## src/rtl/imem_loader_pkg.sv

```systemverilog
// Shared types and constants for the boot-time instruction memory loader.
package imem_loader_pkg;

  typedef enum logic [2:0] {
    S_LEN_LO,
    S_LEN_HI,
    S_DATA,
    S_CSUM,
    S_DONE,
    S_ERROR
  } loader_state_t;

  localparam logic [7:0] CSUM_INIT = 8'h00;

  // Frame byte order: two length bytes, payload words, then the checksum byte.
  localparam int BYTE_LEN_LO    = 0;
  localparam int BYTE_LEN_HI    = 1;
  localparam int BYTE_PAYLOAD   = 2;
  localparam int BYTES_PER_WORD = 4;

  localparam logic [1:0] LANE_LAST = 2'(BYTES_PER_WORD - 1);

  function automatic logic [16:0] MAX_WORDS(input int addr_width);
    return 17'(1) << addr_width;
  endfunction

endpackage

```

## src/rtl/word_assembler.sv

```systemverilog
// Packs a little-endian byte stream into 32-bit words; word_valid flags the
// accept of the fourth byte, with that byte presented combinationally on top.
module word_assembler
  import imem_loader_pkg::*;
(
  input  logic        clock,
  input  logic        reset,
  input  logic        clear,
  input  logic        byte_valid,
  input  logic [7:0]  byte_data,
  output logic [31:0] word,
  output logic        word_valid
);

  logic [1:0]  lane;
  logic [23:0] low_bytes;

  always_ff @(posedge clock) begin
    if (reset || clear) begin
      lane      <= 2'd0;
      low_bytes <= 24'd0;
    end else if (byte_valid) begin
      lane <= lane + 2'd1;
      case (lane)
        2'd0:    low_bytes[7:0]   <= byte_data;
        2'd1:    low_bytes[15:8]  <= byte_data;
        2'd2:    low_bytes[23:16] <= byte_data;
        default: low_bytes        <= low_bytes;
      endcase
    end
  end

  assign word       = {byte_data, low_bytes};
  assign word_valid = byte_valid && (lane == LANE_LAST);

endmodule

```

## src/rtl/imem_loader.sv

```systemverilog
// Receives a length-prefixed, XOR-checksummed byte frame and writes it into
// instruction memory, holding the core in reset until the load verifies.
module imem_loader
  import imem_loader_pkg::*;
#(
  parameter int ADDR_WIDTH = 8
) (
  input  logic        clock,
  input  logic        reset,
  input  logic [7:0]  rx_data,
  input  logic        rx_valid,
  output logic        rx_ready,
  output logic        imem_write,
  output logic [31:0] imem_addr,
  output logic [31:0] imem_data,
  output logic        cpu_hold,
  output logic        load_done,
  output logic        load_error,
  output logic [15:0] words_loaded
);

  localparam logic [16:0] CAPACITY = MAX_WORDS(ADDR_WIDTH);

  loader_state_t state, next_state;

  logic        accept;
  logic        byte_valid;
  logic        word_valid;
  logic [31:0] word;
  logic [7:0]  len_lo;
  logic [15:0] len_rx;
  logic [15:0] word_count;
  logic [15:0] word_idx;
  logic [7:0]  csum;

  assign rx_ready   = ~imem_write;
  assign accept     = rx_valid & rx_ready;
  assign len_rx     = {rx_data, len_lo};
  assign byte_valid = accept && (state == S_DATA);

  word_assembler u_assembler (
    .clock      (clock),
    .reset      (reset),
    .clear      (state != S_DATA),
    .byte_valid (byte_valid),
    .byte_data  (rx_data),
    .word       (word),
    .word_valid (word_valid)
  );

  always_ff @(posedge clock) begin
    if (reset) state <= S_LEN_LO;
    else       state <= next_state;
  end

  always_comb begin
    next_state = state;
    case (state)
      S_LEN_LO: if (accept) next_state = S_LEN_HI;
      S_LEN_HI: begin
        if (accept) begin
          if ({1'b0, len_rx} > CAPACITY) next_state = S_ERROR;
          else if (len_rx == 16'd0)      next_state = S_CSUM;
          else                           next_state = S_DATA;
        end
      end
      S_DATA: begin
        if (word_valid && (word_idx == word_count - 16'd1)) next_state = S_CSUM;
      end
      S_CSUM: begin
        if (accept) next_state = (rx_data == csum) ? S_DONE : S_ERROR;
      end
      S_DONE:  next_state = S_DONE;
      S_ERROR: next_state = S_ERROR;
      default: next_state = S_ERROR;
    endcase
  end

  // Status flags follow next_state so they rise on the same edge the FSM
  // commits to a terminal state.
  always_ff @(posedge clock) begin
    if (reset) begin
      imem_write   <= 1'b0;
      imem_addr    <= 32'd0;
      imem_data    <= 32'd0;
      cpu_hold     <= 1'b1;
      load_done    <= 1'b0;
      load_error   <= 1'b0;
      words_loaded <= 16'd0;
      len_lo       <= 8'd0;
      word_count   <= 16'd0;
      word_idx     <= 16'd0;
      csum         <= CSUM_INIT;
    end else begin
      imem_write <= word_valid;
      cpu_hold   <= (next_state != S_DONE);
      load_done  <= load_done  | (next_state == S_DONE);
      load_error <= load_error | (next_state == S_ERROR);

      if (state == S_LEN_LO) begin
        csum <= CSUM_INIT;
        if (accept) len_lo <= rx_data;
      end

      if (state == S_LEN_HI && accept) word_count <= len_rx;

      if (byte_valid) csum <= csum ^ rx_data;

      if (word_valid) begin
        imem_addr    <= {{(32 - ADDR_WIDTH){1'b0}}, word_idx[ADDR_WIDTH-1:0]};
        imem_data    <= word;
        word_idx     <= word_idx + 16'd1;
        words_loaded <= word_idx + 16'd1;
      end
    end
  end

endmodule

```

## config.mk

```make
export PLATFORM = sky130hd
export DESIGN_NAME = imem_loader
export DESIGN_NICKNAME = d
export VERILOG_FILES = /design/src/rtl/imem_loader_pkg.sv /design/src/rtl/word_assembler.sv /design/src/rtl/imem_loader.sv
export SDC_FILE = /design/constraint.sdc
export NUM_CORES = 1
export LEC_CHECK = 0
export BUFFER_PORTS_ARGS = -buffer_cell sky130_fd_sc_hd__buf_4
export CORE_UTILIZATION = 54
export DETAILED_ROUTE_END_ITERATION = 6
export PLACE_DENSITY = 0.87
export SYNTH_ARGS = -nofsm -noshare
export SYNTH_HDL_FRONTEND = slang
export SYNTH_SLANG_ARGS = --single-unit
```

## constraint.sdc

```tcl
create_clock -name clock -period 2.3 [get_ports clock]
set_input_delay 0.46 -clock clock [delete_from_list [all_inputs] [get_ports clock]]
set_output_delay 0.46 -clock clock [all_outputs]
set_load 0.02 [all_outputs]
```

Yosys cells after proc, flatten, opt, wreduce, memory -nomap -nowiden
Index checks and enable logic that the tools add are counted.

storage, ports and cells
  logic and storage cells = 60
  output and inout bits = 85
  bits in registers = 121

cells by class
  reductions and logical operators = 13
  equality and inequality tests = 13
  bitwise operators = 5
  magnitude comparators = 1
  add/sub/neg operators = 3
  multiplexer cells = 10

operators with widths
  kind                   count
  $add 16x1->16 const B  1
  $eq 16x16->1           1
  $gt 16x9->1 const B    1
  $logic_not 16->1       1
  $mux 8                 2
  $sub 16x1->16 const B  1
  $mux 3                 5
  $pmux 3 s5             1
  $eq 3x3->1 const B     3
  $eq 8x8->1             1
  $reduce_and 2->1       4
  $xor 8x8->8            1
  $eq 3x2->1 const B     2
  $eq 2x2->1 const B     2
  $logic_and 1x1->1      4
  $eq 3x1->1 const B     1
  $logic_not 3->1        1
  $ne 3x2->1 const B     1
  $ne 3x3->1 const B     1
  $add 2x1->2 const B    1
  $eq 2x1->1 const B     1
  $logic_not 2->1        1
  $mux 1                 2
  $or 1x1->1             2
  other kinds (4)        4

Depth between registers and ports, before layout
Gate-level depths: netlist of run 1.

  depth in word-level cells = 9
  gate-level depth with buffers = 9
  mapped depth without buffers = 8

Cells and area by module
A second synthesis of run 1 with hierarchy kept.

second synthesis, totals
  cell total of the unflattened synthesis = 634
  area total of the unflattened synthesis = 5793.1 sq um

modules (own cells, without submodules)
  module          area each (sq um)  sequential area each (sq um)  cells an instance  instances
  imem_loader     4403.0             1901.8                        501                1
  word_assembler  1390.1             520.5                         133                1

Worst setup path before layout of run 1
No wires, ideal clock.

  path type = input port to flip-flop
  start = in rx_data[6]
  end = reg load_error
  buffers on the path = 1
  arrival time = 1.877 ns
  required time = 2.171 ns
  setup slack = 0.294 ns
  stages on the path = 6
  path through = buf_2 > nor4_1 > nand2_1 > or4b_2 > a21oi_1 > o22ai_1

between the ends
  longest elaborated chain between the ends = 7
  elaborated cells on any way between the ends = 11

RTL lines
  what                                                 line               text
  start: declaration                                   imem_loader.sv:10  input logic [7:0] rx_data,
  branches (longest 4 deep; another with $gt 16x9->1)  --
  $pmux 3 s5 (*)                                       imem_loader.sv:58  case (state)
  $eq 3x3->1 (*)                                       imem_loader.sv:98  load_error <= load_error | (next_state == S_ERROR);
  $or 1x1->1 (*)                                       imem_loader.sv:98
  end signal: assignment                               imem_loader.sv:98
  end: declaration                                     imem_loader.sv:18  output logic load_error,

Every way passes the cells marked *.
A chain may end at the register's enable or synchronous reset.

Worst setup path after layout of run 1
  start = reg len_lo[3]
  end = reg load_done

between the ends
  longest elaborated chain between the ends = 7
  elaborated cells on any way between the ends = 8

RTL lines
  what                                                 line                text
  start: declaration                                   imem_loader.sv:30   logic [7:0] len_lo;
  start signal: assignment                             imem_loader.sv:102  if (accept) len_lo <= rx_data;
  branches (longest 2 deep; another with $gt 16x9->1)  --
  $mux 3 (*)                                           imem_loader.sv:62   if ({1'b0, len_rx} > CAPACITY) next_state = S_ERROR;
  $mux 3 (*)                                           imem_loader.sv:61   if (accept) begin
  $pmux 3 s5 (*)                                       imem_loader.sv:58
  $eq 3x3->1 (*)                                       imem_loader.sv:97   load_done <= load_done | (next_state == S_DONE);
  $or 1x1->1 (*)                                       imem_loader.sv:97
  end signal: assignment                               imem_loader.sv:97
  end: declaration                                     imem_loader.sv:17   output logic load_done,

Marked as above.

==> reports/metrics.cfg, run 1 <==
[floorplan]
die-area_um2 = 10500
initial_core_util = 0.556
coreArea_um2 = 9770
io_pins = 96
die_y_um = 102
die_w_um = 102
row_count = 36

[cells_and_area]
fillers = 762
syn_to_final_growth_pct = 21.3
layout.nets = 777
final_util = 0.674
drive_above_1_share = 0.173
design_area_um2 = 6590
antenna_cells = 0

[placement]
dp_slack_ns = 0.0867
dpl_cell_area_um2 = 6000
port_buffers = 71
dp.final_hpwl_mm = 9.11
routabilityCongestion = 0.874

[synth]
ys_types = 43
yosys.area.top_type = dfxtp_1
yosysSeqAreaShare = 0.446
synth.most_common_cell = nand2_1
synth_area_leaders = dfxtp_1 45%, nand2_1 12%, a21oi_1 9.2%
ys_top_cells_by_count = 168 x nand2_1, 121 x dfxtp_1, 100 x a21oi_1
syn_inst = 699
synth-edff-count = 0
synth_ff_type = dfxtp_1
synth_area_per_cell_um2 = 7.77
synth_top_area_share = 0.446
ys_ff_latch = 121
synthesis.area_um2 = 5430
yosys_warnings = 0
async_flop_share = 0

[timing]
hold_viol_final = 0
worst_slack_ns = 0.130
slew_violations = 0
finalSetupTns_ns = 0
setup_viol = 0
worst_slew_pin_slew_ns = 0.520
layout_worst_path_cycle_share = 0.944
max-slew-margin-rel = 0.653
timing.fmax_mhz = 461
hold_slack_ns = 0.274
min_period_ns = 2.17
finClkSkew_ns = 0.00630
rsz0062_at_grt = false

[drt]
drc = 0
drtIter0Drc = 374
drt_wl_total_mm = 13.5
routed_via_density = 5.61
antenna_left = 0
num_vias = 5082
wl_per_cell_um = 14.9
first_pass_iters = 7

[global_routing]
overflow = 0
grt_pass1_wl_mm = 21.9
grt_start_max_net_pins = 43
antenna_found_initial = 0
track_usage = 0.270
grt_pass1_vias = 4705

[pwr]
power_density_nw_per_um2 = 768
ir_worst_vdd_mv = 0.599
p_leak_nw = 2.50

[job]
maxCapViolCount = 0

[outcome]
status = complete, no violations

[setup_path]
arrival_ns = 2.60
critPathCaptureType = flop
start_kind = flop
crit_type = reg2reg
crit_fanout = 3
critPathRequiredTime_ns = 2.73

[clocking]
cts_buffer_depth = 2
post_cts_buffers = 0
htreeDepth = 4
clk_latency_ns = 0.51
cts_tree = yes
numCtsBuffers = 17
clock-sinks = 121
cts-root-buf = clkbuf_8
clkTransAtPathRegs_ns = 0.06

[hold_path]
hold_path.class = in2reg

-- per-layer routing --
layer  wire length, um  global-route usage  part of all wire
met1              5440               0.319              0.40
met2              6760               0.466              0.50
met3               881              0.0629             0.065
met4               413               0.123             0.031
met5                 0                   0                 0
-- path summary, 6_finish.rpt --
check                       end                 startpoint  slack (ns)  cells after the start
hold / removal    imem_data[27]                 rx_data[3]        0.27                      3
setup reg to reg      load_done                  len_lo[3]        0.13                      6
hold reg to reg   imem_data[11]  u_assembler.low_bytes[11]        0.45                      2
setup / recovery      load_done                  len_lo[3]        0.13                      6
-- where the power goes --
group | switching [W] | total, W | internal, W
sequential | 0.0000360 | 0.00216 | 0.00213
clock | 0.000972 | 0.00255 | 0.00158
combinational | 0.000222 | 0.000348 | 0.000126
-- flip-flops by register name, summed over array words and instances (netlist names) --
register and flops:
cpu_hold 1, len_lo 8, u_assembler.low_bytes 24, word_idx 16, load_error 1, word_count 16
imem_data 32, load_done 1, imem_addr 8, u_assembler.lane 2, state 3, imem_write 1
csum 8
-- through the flow --
stage / total power (W) / instances
finish: 0.00506 / 906
floorplan: 0.00248 / 722
CTS: 0.00506 / 906
global route: 0.00521 / 906
global placement: 0.00253 / 874
detailed placement: 0.00254 / 874
-- cell usage in the layout (no fill, tap or decap), drive strengths merged, types with 2 or more instances in the layout --
master	instances
a211oi	2
a21oi	100
a31oi	2
and2	3
buf	94
bufinv	2
clkbuf	19
clkinv	5
clkinvlp	3
conb	24
dfxtp	121
ha	6
inv	17
mux2i	9
nand2	169
nand2b	6
nand3	35
nand4	5
nand4b	3
nor2	45
nor3	10
nor4	14
o21ai	15
o22ai	2
o31ai	3
or3	5
xnor2	24
xor2	17
-- logic make-up after synthesis --
group | share of synthesized area
AND/OR/NAND/NOR | 0.253
AO/OA/AOI/OAI | 0.122
flip-flops | 0.446
buffers and inverters | 0.0818
XOR/XNOR | 0.0661
multiplexers | 0.0166
adder cells (fa/ha/maj) | 0.0138
other | 0.000690
-- worst max-delay path, cell delays in order, from the launching register on --
cell and delay, ns:
dfxtp_1 0.33, nor4_1 0.47, a21oi_1 0.19, or4b_2 0.64, a21oi_1 0.26, nand2_1 0.11
o21ai_0 0.09
-- final cells by class --
type	count	area [um^2]	share of cell area
clock buffer	19	432	0.0655
inverter	14	52.6	0.00798
timing repair buffer	94	706	0.107
sequential	121	2420	0.368
multi-input combinational	512	2670	0.404
clock inverter	13	145	0.0220
tap	133	166	0.0253
-- what timing repair did --
action | 4_1_cts | 5_1_grt
setup endpoints to repair | 0 | 7
resized for setup | 0 | 2
hold buffers | 0 | 0
Note: power is estimated with default switching activity, not from simulation.
==> run 2, diff against run 1 <==
--- a/config.mk
+++ b/config.mk
@@ -6,9 +6,11 @@
 export NUM_CORES = 1
 export LEC_CHECK = 0
 export BUFFER_PORTS_ARGS = -buffer_cell sky130_fd_sc_hd__buf_4
-export CORE_UTILIZATION = 54
+export CELL_PAD_IN_SITES_DETAIL_PLACEMENT = 1
+export CELL_PAD_IN_SITES_GLOBAL_PLACEMENT = 1
+export CORE_UTILIZATION = 41
 export DETAILED_ROUTE_END_ITERATION = 6
-export PLACE_DENSITY = 0.87
+export PLACE_DENSITY = 0.9
 export SYNTH_ARGS = -nofsm -noshare
 export SYNTH_HDL_FRONTEND = slang
 export SYNTH_SLANG_ARGS = --single-unit
==> reports/metrics.cfg, run 2 (synthesis gave the netlist of run 1 again) <==
[floorplan]
die-area_um2 = 13700  ; +31%
initial_core_util = 0.425  ; -0.130
io_pins = 96  ; unchanged
die_w_um = 117  ; +14%
row_count = 41  ; +14%
coreArea_um2 = 12800  ; +31%
die_y_um = 117  ; +14%

[pwr]
ir_worst_vdd_mv = 0.417  ; -30%
power_density_nw_per_um2 = 774  ; +0.83%
p_leak_nw = 2.52  ; +0.75%
p_total_w = 0.00516  ; +1.9%

[setup_path]
reg2reg_to = load_error
reg2reg_slack_ns = 0.13  ; about the same
start_kind = flop
r2r_cells = 5  ; -1
critPathCaptureType = flop
r2r_start = len_lo[7]
crit_fanout = 3  ; unchanged
crit_type = reg2reg
critPathRequiredTime_ns = 2.58  ; -0.15 ns
arrival_ns = 2.45  ; -0.15 ns

[timing]
min_period_ns = 2.17  ; -0.000382 ns
rsz0062_at_grt = false
worst_slew_pin_slew_ns = 0.581  ; +0.0607 ns
hold_viol_final = 0  ; unchanged
slew_violations = 0  ; unchanged
layout_worst_path_cycle_share = 0.943  ; about the same
max-slew-margin-rel = 0.609  ; -0.0440
timing.fmax_mhz = 461  ; about the same
finalSetupTns_ns = 0  ; unchanged
finClkSkew_ns = 0.00730  ; +0.00100 ns
setup_viol = 0  ; unchanged

[clocking]
clk_latency_ns = 0.43  ; -0.08 ns
clkTransAtPathRegs_ns = 0.05  ; about the same
ctsResizeCount = 0  ; unchanged
cts-root-buf = clkbuf_16
cts_tree = yes
htreeDepth = 4  ; unchanged
post_cts_buffers = 0  ; unchanged
clock-sinks = 121  ; unchanged
numCtsBuffers = 17  ; unchanged
cts_buffer_depth = 2  ; unchanged
postCtsHoldBufs = 0  ; unchanged

[global_routing]
antenna_found_initial = 0  ; unchanged
grt_pass1_vias = 4978  ; +5.8%
grt_start_max_net_pins = 45  ; +4.7%
track_usage = 0.252  ; -0.0184
grt_pass1_wl_mm = 25.7  ; +17%
overflow = 0  ; unchanged

[hold_path]
hold_path_startpoint = rx_data[0]
hold_end = imem_data[24]
hold_path.class = in2reg
holdPathStages = 3  ; unchanged

[job]
maxCapViolCount = 0  ; unchanged

[cells_and_area]
reg_top3 = imem_data x32, u_assembler.low_bytes x24
layout.nets = 779  ; +0.26%
drive_above_1_share = 0.171  ; -0.00259
final_common_cell = nand2_1
final_cell_mix = 168 x nand2_1, 121 x dfxtp_1, 100 x a21oi_1, 95 x buf_4, 45 x nor2_1
largest_reg_flops = 32  ; unchanged
top_register = imem_data
syn_to_final_growth_pct = 22.6
antenna_cells = 0  ; unchanged

[drt]
drtIter0Drc = 359  ; -4.0%
drt_wl_total_mm = 16.5  ; +22%
routed_via_density = 5.31  ; -5.3%
wl_per_cell_um = 17.5  ; +17%
num_vias = 5020  ; -1.2%
antenna_left = 0  ; unchanged
drc = 0  ; unchanged
first_pass_iters = 4  ; -3

[placement]
routabilityCongestion = 0.848  ; -2.9%
port_buffers = 71  ; unchanged
dp.final_hpwl_mm = 11.1  ; +22%

[outcome]
status = complete, no violations

-- run 2: where the power goes --
group          switching (W)  leakage [nW]  internal, W
registers          0.0000390         0.977      0.00213
logic               0.000226          1.26     0.000123
clock network       0.000958         0.282      0.00169
-- run 2: final cells by class --
cell class | instances | area (um^2)
clock inverters | 12 | 151
fillers | 1534 | 6110
multi-input cells | 512 | 2660
well taps | 172 | 215
clock buffers | 18 | 429
repair buffers | 96 | 733
inverters | 14 | 52.6
flip-flops and latches | 121 | 2420
-- run 2: worst max-delay path by stage --
stage	from	endpoint	slack, ns	cells after the start
3_3_place_gp	rx_data[4]	load_error	0.14	6
5_1_grt	len_lo[7]	load_done	0.03	6
2_1_floorplan	rx_data[6]	load_error	0.29	6
3_5_place_dp	rx_data[4]	load_error	0.07	6
6_report	len_lo[7]	load_error	0.13	5
4_1_cts	len_lo[7]	load_error	0.15	5
-- run 2: routing by layer --
| layer | vias to the layer above | track usage | part of all wire |
|---|---|---|---|
| met5 | - | 0 | 0 |
| met4 | 0 | 0.118 | 0.021 |
| met3 | 29 | 0.0541 | 0.041 |
| met2 | 133 | 0.437 | 0.51 |
| met1 | 2457 | 0.297 | 0.43 |
| li1 | 2401 | - | - |
-- run 2: through the flow --
| stage | hold slack (ns) | setup WS [ns] | util | instance area [um^2] | std cells |
|---|---|---|---|---|---|
| 2_1_floorplan | 0.432 | 0.294 | - | 5520 | 722 |
| 3_3_place_gp | 0.446 | 0.139 | 0.476 | 6080 | 915 |
| 3_5_place_dp | 0.447 | 0.0702 | 0.476 | 6080 | 915 |
| 4_1_cts | 0.370 | 0.148 | 0.522 | 6660 | 945 |
| 5_1_grt | 0.394 | 0.0297 | 0.522 | 6660 | 945 |
| 6_report | 0.382 | 0.130 | 0.522 | 6660 | 945 |
-- run 2: worst max-delay path, cell delays in order, from the launching register on --
cell and delay (ns):
dfxtp_1 0.33, nor4_1 0.51, a21oi_1 0.19, or4b_2 0.64
a21oi_1 0.23, o22ai_1 0.13
==> run 3, diff against run 2 <==
--- a/config.mk
+++ b/config.mk
@@ -10,7 +10,7 @@
 export CELL_PAD_IN_SITES_GLOBAL_PLACEMENT = 1
 export CORE_UTILIZATION = 41
 export DETAILED_ROUTE_END_ITERATION = 6
-export PLACE_DENSITY = 0.9
+export PLACE_DENSITY_LB_ADDON = 0.1
 export SYNTH_ARGS = -nofsm -noshare
 export SYNTH_HDL_FRONTEND = slang
 export SYNTH_SLANG_ARGS = --single-unit
==> reports/metrics.cfg, run 3 (synthesis gave the netlist of run 1 again) <==
[outcome]
status = complete, no violations

[clocking]
clock-sinks = 121  ; unchanged
postCtsHoldBufs = 0  ; unchanged
clk_latency_ns = 0.42  ; about the same
clkTransAtPathRegs_ns = 0.06  ; about the same
post_cts_buffers = 0  ; unchanged
cts_tree = yes
ctsResizeCount = 0  ; unchanged
cts_buffer_depth = 2  ; unchanged
numCtsBuffers = 17  ; unchanged
cts-root-buf = clkbuf_16
htreeDepth = 4  ; unchanged

[setup_path]
slowest_delay_ns = 0.57  ; -0.07 ns
critPathRequiredTime_ns = 2.64  ; +0.06 ns
path_cells = nor3b_4 > nand2_4 > or4_4 > or3_1 > a21oi_1
arrival_ns = 2.51  ; +0.06 ns
critPathCaptureType = flop
start_kind = flop
slowest_stage = or4_4
r2r_start = state[1]
crit_type = reg2reg
crit_fanout = 10  ; +7
reg2reg_slack_ns = 0.13  ; about the same
r2r_cells = 5  ; unchanged
reg2reg_to = word_idx[13]

[timing]
setup_viol = 0  ; unchanged
timing.fmax_mhz = 462  ; +0.20%
max-slew-margin-rel = 0.640  ; +0.0304
hold_viol_final = 0  ; unchanged
layout_worst_path_cycle_share = 0.942  ; -0.00185
finClkSkew_ns = 0.00668  ; -0.000618 ns
hold_slack_ns = 0.376  ; -0.00658 ns
rsz0062_at_grt = false
min_period_ns = 2.17  ; -0.00426 ns
slew_violations = 0  ; unchanged
worst_slew_pin_slew_ns = 0.541  ; -0.0402 ns
finalSetupTns_ns = 0  ; unchanged

[drt]
drc = 0  ; unchanged
routed_via_density = 5.25  ; -1.1%
drtIter0Drc = 259  ; -28%
drt_wl_total_mm = 15.3  ; -7.4%
num_vias = 4979  ; -0.82%
first_pass_iters = 4  ; unchanged
antenna_left = 0  ; unchanged
wl_per_cell_um = 16.1  ; -7.7%

[global_routing]
grt_pass1_wl_mm = 24.6  ; -4.3%
grt_start_max_net_pins = 45  ; unchanged
overflow = 0  ; unchanged
antenna_found_initial = 0  ; unchanged
grt_pass1_vias = 4937  ; -0.82%
track_usage = 0.239  ; -0.0124

[cells_and_area]
drive_above_1_share = 0.175  ; +0.00449
reg_top3 = imem_data x32, u_assembler.low_bytes x24
largest_reg_flops = 32  ; unchanged
antenna_cells = 0  ; unchanged
design_area_um2 = 6680  ; +0.24%
top_register = imem_data
fillers = 1544  ; +0.65%
final_common_cell = nand2_1
layout.nets = 780  ; +0.13%
final_cell_mix = 168 x nand2_1, 121 x dfxtp_1, 100 x a21oi_1, 96 x buf_4, 45 x nor2_1
syn_to_final_growth_pct = 22.9

[placement]
dp.final_hpwl_mm = 10.9  ; -2.1%
routabilityCongestion = 0.837  ; -1.3%
port_buffers = 71  ; unchanged
dpl_cell_area_um2 = 6090  ; +0.12%

[pwr]
ir_worst_vdd_mv = 0.570  ; +37%
cell_internal_pwr_w = 0.00388  ; -1.5%
power_density_nw_per_um2 = 769  ; -0.68%
sequentialPowerShare = 0.421  ; about the same
switchingPower_w = 0.00126  ; +2.9%
comb_power_share = 0.068  ; about the same
switching_share = 0.245  ; +0.00806
p_clk_frac = 0.511  ; -0.002
p_leak_nw = 2.51  ; -0.38%

[floorplan]
row_count = 41  ; unchanged
initial_core_util = 0.425  ; unchanged
io_pins = 96  ; unchanged
coreArea_um2 = 12800  ; unchanged
die_w_um = 117  ; unchanged
die-area_um2 = 13700  ; unchanged
die_y_um = 117  ; unchanged

[hold_path]
hold_path.class = in2reg
hold_end = word_count[15]
hold_path_startpoint = rx_data[7]
holdPathStages = 3  ; unchanged

[job]
maxCapViolCount = 0  ; unchanged

## run 3: per-stage QoR
stage                     utilization  cells  total power (W)  worst slack, ns
after floorplan                     -    722          0.00248            0.294
after detailed placement        0.477    916          0.00255           0.0441
final                           0.523    948          0.00514            0.135
after global routing            0.523    948          0.00532          0.00525
after CTS                       0.523    948          0.00519            0.109
after global placement          0.477    916          0.00254            0.181
## run 3: per-layer routing
layer / vias up / part of all wire / global-route usage
li1: 2412 / - / -
met1: 2417 / 0.44 / 0.280
met2: 128 / 0.50 / 0.411
met3: 22 / 0.046 / 0.0705
met4: 0 / 0.018 / 0.0954
met5: - / 0 / 0
## run 3: critical path, delay by kind of cell, from the launching register on
kind	cells	cell delay, ns
and+or+nand+nor	4	1.40
DFF	1	0.52
AOI/OAI and AO/OA	1	0.16
## run 3: worst max-delay path by stage
stage / start / to / cells after the start
floorplan: rx_data[6] / load_error / 6
global placement: rx_data[4] / load_done / 7
detailed placement: rx_data[4] / load_done / 7
CTS: len_lo[7] / load_done / 6
global route: len_lo[0] / load_done / 6
finish: state[1] / word_idx[13] / 5
## run 3: power groups by stage
stage          Sequential [W]  Combinational [W]  Clock [W]
6_report              0.00216           0.000350    0.00263
5_1_grt               0.00217           0.000384    0.00277
4_1_cts               0.00216           0.000349    0.00268
3_5_place_dp          0.00221           0.000348          0
3_3_place_gp          0.00221           0.000336          0
2_1_floorplan         0.00219           0.000283          0
## run 3: layout make-up
class                      count  area (um^2)  area share
inverter                      14         52.6     0.00787
clock inverter                13          145      0.0217
timing repair buffer          97          741       0.111
sequential                   121         2420       0.363
tap                          172          215      0.0322
multi-input combinational    512         2660       0.398
clock buffer                  19          443      0.0663
